### src/rtl/adder_seq.sv
// Chunk-serial adder/subtractor: WIDTH-bit operands summed CHUNK bits per clock.
// Latency: N = WIDTH/CHUNK cycles from the accepting edge to out_valid.
// Backpressure: one operation in flight; in_ready drops until the result is taken via out_ready.
module adder_seq #(
  parameter int WIDTH = 16,
  parameter int CHUNK = 4
) (
  input  logic             clk,
  input  logic             rst,
  input  logic             in_valid,
  output logic             in_ready,
  input  logic [WIDTH-1:0] A,
  input  logic [WIDTH-1:0] B,
  input  logic             cin,
  input  logic             sub,
  output logic             out_valid,
  input  logic             out_ready,
  output logic [WIDTH:0]   S,
  output logic             ovf
);

  localparam int N  = WIDTH / CHUNK;
  localparam int CW = (N > 1) ? $clog2(N) : 1;

  typedef enum logic [1:0] {
    IDLE = 2'd0,
    RUN  = 2'd1,
    DONE = 2'd2
  } state_t;

  state_t           r_state;
  state_t           w_state_nxt;
  logic [WIDTH-1:0] r_a;
  logic [WIDTH-1:0] r_b;       // effective B: already inverted for subtract
  logic             r_carry;
  logic [CW-1:0]    r_cnt;
  logic [WIDTH:0]   r_s;
  logic             r_ovf;

  logic [CHUNK-1:0] w_a_chunk;
  logic [CHUNK-1:0] w_b_chunk;
  logic [CHUNK:0]   w_sum;
  logic             w_last;

  // Final chunk is the one whose edge moves us into DONE.
  always_comb begin
    w_last = (r_cnt == CW'(N - 1));
  end

  // Select the current operand chunks and add them with the carried-in bit.
  always_comb begin
    w_a_chunk = '0;
    w_b_chunk = '0;
    for (int i = 0; i < N; i++) begin
      if (r_cnt == CW'(i)) begin
        w_a_chunk = r_a[i*CHUNK +: CHUNK];
        w_b_chunk = r_b[i*CHUNK +: CHUNK];
      end
    end
    w_sum = {1'b0, w_a_chunk} + {1'b0, w_b_chunk} + {{CHUNK{1'b0}}, r_carry};
  end

  // Next-state logic for IDLE -> RUN -> DONE -> IDLE.
  always_comb begin
    w_state_nxt = r_state;
    case (r_state)
      IDLE:    if (in_valid)  w_state_nxt = RUN;
      RUN:     if (w_last)    w_state_nxt = DONE;
      DONE:    if (out_ready) w_state_nxt = IDLE;
      default: w_state_nxt = IDLE;
    endcase
  end

  // State register; reset wins over any handshake on the same edge.
  always_ff @(posedge clk) begin
    if (rst) begin
      r_state <= IDLE;
    end else begin
      r_state <= w_state_nxt;
    end
  end

  // Datapath: latch operands on accept, then fill S one chunk per RUN edge.
  always_ff @(posedge clk) begin
    if (rst) begin
      r_a     <= '0;
      r_b     <= '0;
      r_carry <= 1'b0;
      r_cnt   <= '0;
      r_s     <= '0;
      r_ovf   <= 1'b0;
    end else begin
      case (r_state)
        IDLE: begin
          if (in_valid) begin
            r_a     <= A;
            r_b     <= sub ? ~B : B;
            r_carry <= sub ? 1'b1 : cin;
            r_cnt   <= '0;
            r_s     <= '0;
            r_ovf   <= 1'b0;
          end
        end
        RUN: begin
          for (int i = 0; i < N; i++) begin
            if (r_cnt == CW'(i)) begin
              r_s[i*CHUNK +: CHUNK] <= w_sum[CHUNK-1:0];
            end
          end
          r_carry <= w_sum[CHUNK];
          if (w_last) begin
            // Top chunk holds the sign bit, so overflow is judged from this sum.
            r_s[WIDTH] <= w_sum[CHUNK];
            r_ovf      <= (r_a[WIDTH-1] == r_b[WIDTH-1]) &&
                          (w_sum[CHUNK-1] != r_a[WIDTH-1]);
            r_cnt      <= '0;
          end else begin
            r_cnt <= r_cnt + CW'(1);
          end
        end
        default: ;
      endcase
    end
  end

  assign in_ready  = (r_state == IDLE);
  assign out_valid = (r_state == DONE);
  assign S         = r_s;
  assign ovf       = r_ovf;

endmodule

### config.mk
export PLATFORM = sky130hd
export DESIGN_NAME = adder_seq
export DESIGN_NICKNAME = d
export VERILOG_FILES = /design/src/rtl/adder_seq.sv
export SDC_FILE = /design/constraint.sdc
export NUM_CORES = 1
export LEC_CHECK = 0
export BUFFER_PORTS_ARGS = -buffer_cell sky130_fd_sc_hd__buf_2
export CORE_UTILIZATION = 34
export CTS_CLUSTER_DIAMETER = 40
export DETAILED_ROUTE_END_ITERATION = 8
export PLACE_DENSITY = 0.61
export SLEW_MARGIN = 20
export SYNTH_ARGS = -nofsm -noshare
export SYNTH_HDL_FRONTEND = slang
export SYNTH_SLANG_ARGS = --single-unit
### constraint.sdc
create_clock -name clk -period 7.5 [get_ports clk]
set_input_delay 1.125 -clock clk [delete_from_list [all_inputs] [get_ports clk]]
set_output_delay 1.125 -clock clk [all_outputs]
set_load 0.005 [all_outputs]
==> results.md <==
* Sink Count at 55
* Worst Max-Slew Pin Slew at 1.05 ns
* Setup Buffers After CTS at 0
* Core area at approximately 7700 um^2
* CTS root buf: clkbuf_8
* CP Max Fanout at 18
* Worst EP arrival at approximately 3.4 ns
* ANT nets after route at 0
* Die area at 8320 um^2
* Fillcell total at about 800
* Wire per inst at between 10 and 15 um
* Seq/Total Area, Yosys at 0.407
* Worst-skew pair later-pin latency at between 0.3 and 0.4 ns
* Slowest cell on the critical path: fa_1
* Vias at ~2300
* Power Dens Cells at 206 nW/um^2
* Crit path max-delay family: adder cells
* Worst path most repeated cell: a21oi_1
* Failing checks: design-rule violations
* CTS tree: built
* Drt first-iter violations at between 100 and 150
* Slew Viols, Final at 0
* Mean Syn Cell Area at slightly above 8 um^2
* Total GRT Usage at 0.150
* Critical path capture point type: flop
* CTS Buf Count at 5
* WP buf/inv at 1
* Resized cells post-CTS at 0
* Syn Std Cell Area at approximately 2700 um^2
* Number of synthesized flops with an enable pin at 0
* Cells after DPL at between 400 and 500
* Startpoint types: flop
* Layout cell share with drive strength beyond 1 at 0.224
* Dpl hpwl at 4.34 mm
* Post-Synthesis Cells at 329
* Total Wirelength at slightly above 6 mm
* Layout Nets at approximately 420
* P_leak at 1.24 nW
* Hold Crit Class: flop to flop
* Initial antenna violation count at 0
* I/O Pins at 58
* Maximum level of the CTS H-tree at 2
* Initial core utilization at 0.350
* Area Overhead vs Synth at 14.9%
* Diode count at 0
* Kind of critical path: flop to flop
* Grt total ovfl at 0
* Vias in the first global route at 2088
* Unrepaired setup endpoints after global routing: false
* Ys flop type: dfxtp_1
* Gpl congestion at 0.828
* First-pass GRT wire length at around 10 mm
* Post-synth ARST share at 0
* Relative slew slack at 0.300
* # DRC at 5
* Die height at approximately 90 um
* Yosys warnings at 0
* Clk_skew at 0.00840 ns
* Via density at between 4 and 5
* Fin crit share at 0.422
* Layout Cells excl Fill at 473
* Worst endpoint required time at around 7.8 ns
* Post-synthesis cell type count at 38
* Placement Rows at 32
* Setup TNS at 0 ns
* Post-Syn Nets at 376
* Flip-flop and latch count after synthesis at 55
* Drt pass-1 iters at 8
* MaxCap Viol Count at 0
* PortBufs at between 50 and 60
* Final setup vio count at 0
* IR Drop Worst-Case VDD at approximately 0.000085 V
* Crit path cell chain: inv_1 -> ha_1 -> nand3b_1 -> a21oi_1 -> a21oi_1 -> nor2_1 -> a21oi_1 -> fa_1 -> fa_1 -> and2b_1 -> nor3_1 -> mux2i_1 -> nor2_1
* Clk slew on worst S/H paths at about 0.10 ns
* Post-layout minimum cycle time at 3.17 ns
* Final hold violation count at 0
* Worst path max stage delay at 0.48 ns
* CTS max path bufs at 2
* Largest net degree at the start of global routing at between 50 and 60
* Die W at 91.2 um
* FMAX at about 320 MHz
* Run status: finished, violations left
* Hold_buf cts at 0
## cell type report
| cell class | count | area, um^2 | share of cell area |
|---|---|---|---|
| multi-input combinational | 248 | 1470 | 0.471 |
| sequential | 55 | 1100 | 0.354 |
| timing repair buffer | 57 | 288 | 0.0925 |
| tap | 102 | 128 | 0.0410 |
| clock buffer | 6 | 82.6 | 0.0265 |
| clock inverter | 2 | 35.0 | 0.0113 |
| inverter | 3 | 11.3 | 0.00362 |
## flip-flops by register name (all words and copies together) (netlist names)
signal,cells
S,17
ovf,1
r_a,16
r_b,16
r_carry,1
r_cnt,2
r_state,2
## worst register-to-register path, delay by kind of cell, from the launching register on
| family | cells | cell delay, ns |
|---|---|---|
| mux | 1 | 0.16 |
| fa+ha+maj | 3 | 1.25 |
| simple gates | 5 | 0.95 |
| buf+inv | 1 | 0.07 |
| flops | 1 | 0.38 |
| compound gates | 3 | 0.29 |
## worst paths after layout
path / cells after the start / slack, ns / startpoint / end
setup / recovery: 13 / 4.33 / r_cnt[1] / S[6]
hold / removal: 2 / 0.46 / r_a[7] / r_a[7]
setup reg to reg: 13 / 4.33 / r_cnt[1] / S[6]
hold reg to reg: 2 / 0.46 / r_a[7] / r_a[7]
## cells in the final DEF, fill, tap and decap left out, types with 4 or more instances in the layout
cell type and count:
clkbuf_8 6, nand3_1 9, a211oi_1 7, a21oi_1 50
a211oi_2 10, ha_1 7, a31oi_1 6, nand2_1 57
o21ai_0 5, dfxtp_1 55, nor2_1 43, xnor2_1 16
buf_2 56, nand3b_1 9, nand2b_1 4
## cell usage after synthesis (2+ instances only)
library cell  instances  area share
a211oi_1              7       0.019
a211oi_2             10       0.046
a21o_1                3      0.0083
a21oi_1              50       0.092
a31oi_1               6       0.014
buf_1                 2      0.0028
buf_2                 8       0.015
buf_4                 3      0.0083
buf_6                 3       0.012
clkbuf_1              7      0.0097
dfxtp_1              55        0.41
fa_1                  2       0.015
ha_1                  7       0.032
inv_1                 3      0.0042
mux2i_1               3       0.011
nand2_1              57       0.079
nand2b_1              4      0.0092
nand3_1               9       0.017
nand3b_1              9       0.025
nor2_1               43       0.060
nor2b_1               2      0.0046
o21ai_0               5      0.0092
xnor2_1              16       0.052
## per-stage QoR
step           setup slack, ns   util  hold slack (ns)  area, um^2  total power, mW
2_1_floorplan             4.76      -            0.436        2710            0.417
4_1_cts                   4.33  0.402            0.465        3110            0.647
3_5_place_dp              4.36  0.387            0.451        2990            0.447
5_1_grt                   3.98  0.403            0.484        3110            0.674
3_3_place_gp              4.45  0.387            0.444        2990            0.445
6_report                  4.33  0.403            0.462        3110            0.642
## where the power goes
group	internal, mW	leakage, nW	switching, mW	total [mW]
Clock	0.108	0.0612	0.0949	0.203
Sequential	0.310	0.451	0.0121	0.322
Combinational	0.0489	0.732	0.0686	0.117
Total	0.467	1.24	0.176	0.642
## metal layers
layer / share of wire / vias to the layer above / GRT usage / wire [um]
met2: 0.48 / 38 / 0.254 / 2910
met3: 0.027 / 5 / 0.0293 / 166
li1: - / 1185 / - / -
met4: 0.0094 / 0 / 0.0357 / 57
met5: 0 / - / 0 / 0
met1: 0.48 / 1047 / 0.197 / 2940
## cell families (layout without fill, tap and decap cells)
group / after synthesis / in the layout / synth area share
AO/OA/AOI/OAI: 86 / 86 / 0.207
XOR/XNOR: 17 / 17 / 0.0578
adder cells (fa/ha/maj): 9 / 9 / 0.0471
buffers and inverters: 26 / 68 / 0.0522
flip-flops: 55 / 55 / 0.407
multiplexers: 3 / 3 / 0.0111
AND/OR/NAND/NOR: 133 / 133 / 0.219
No activity file was read; power rests on OpenSTA's default activity.
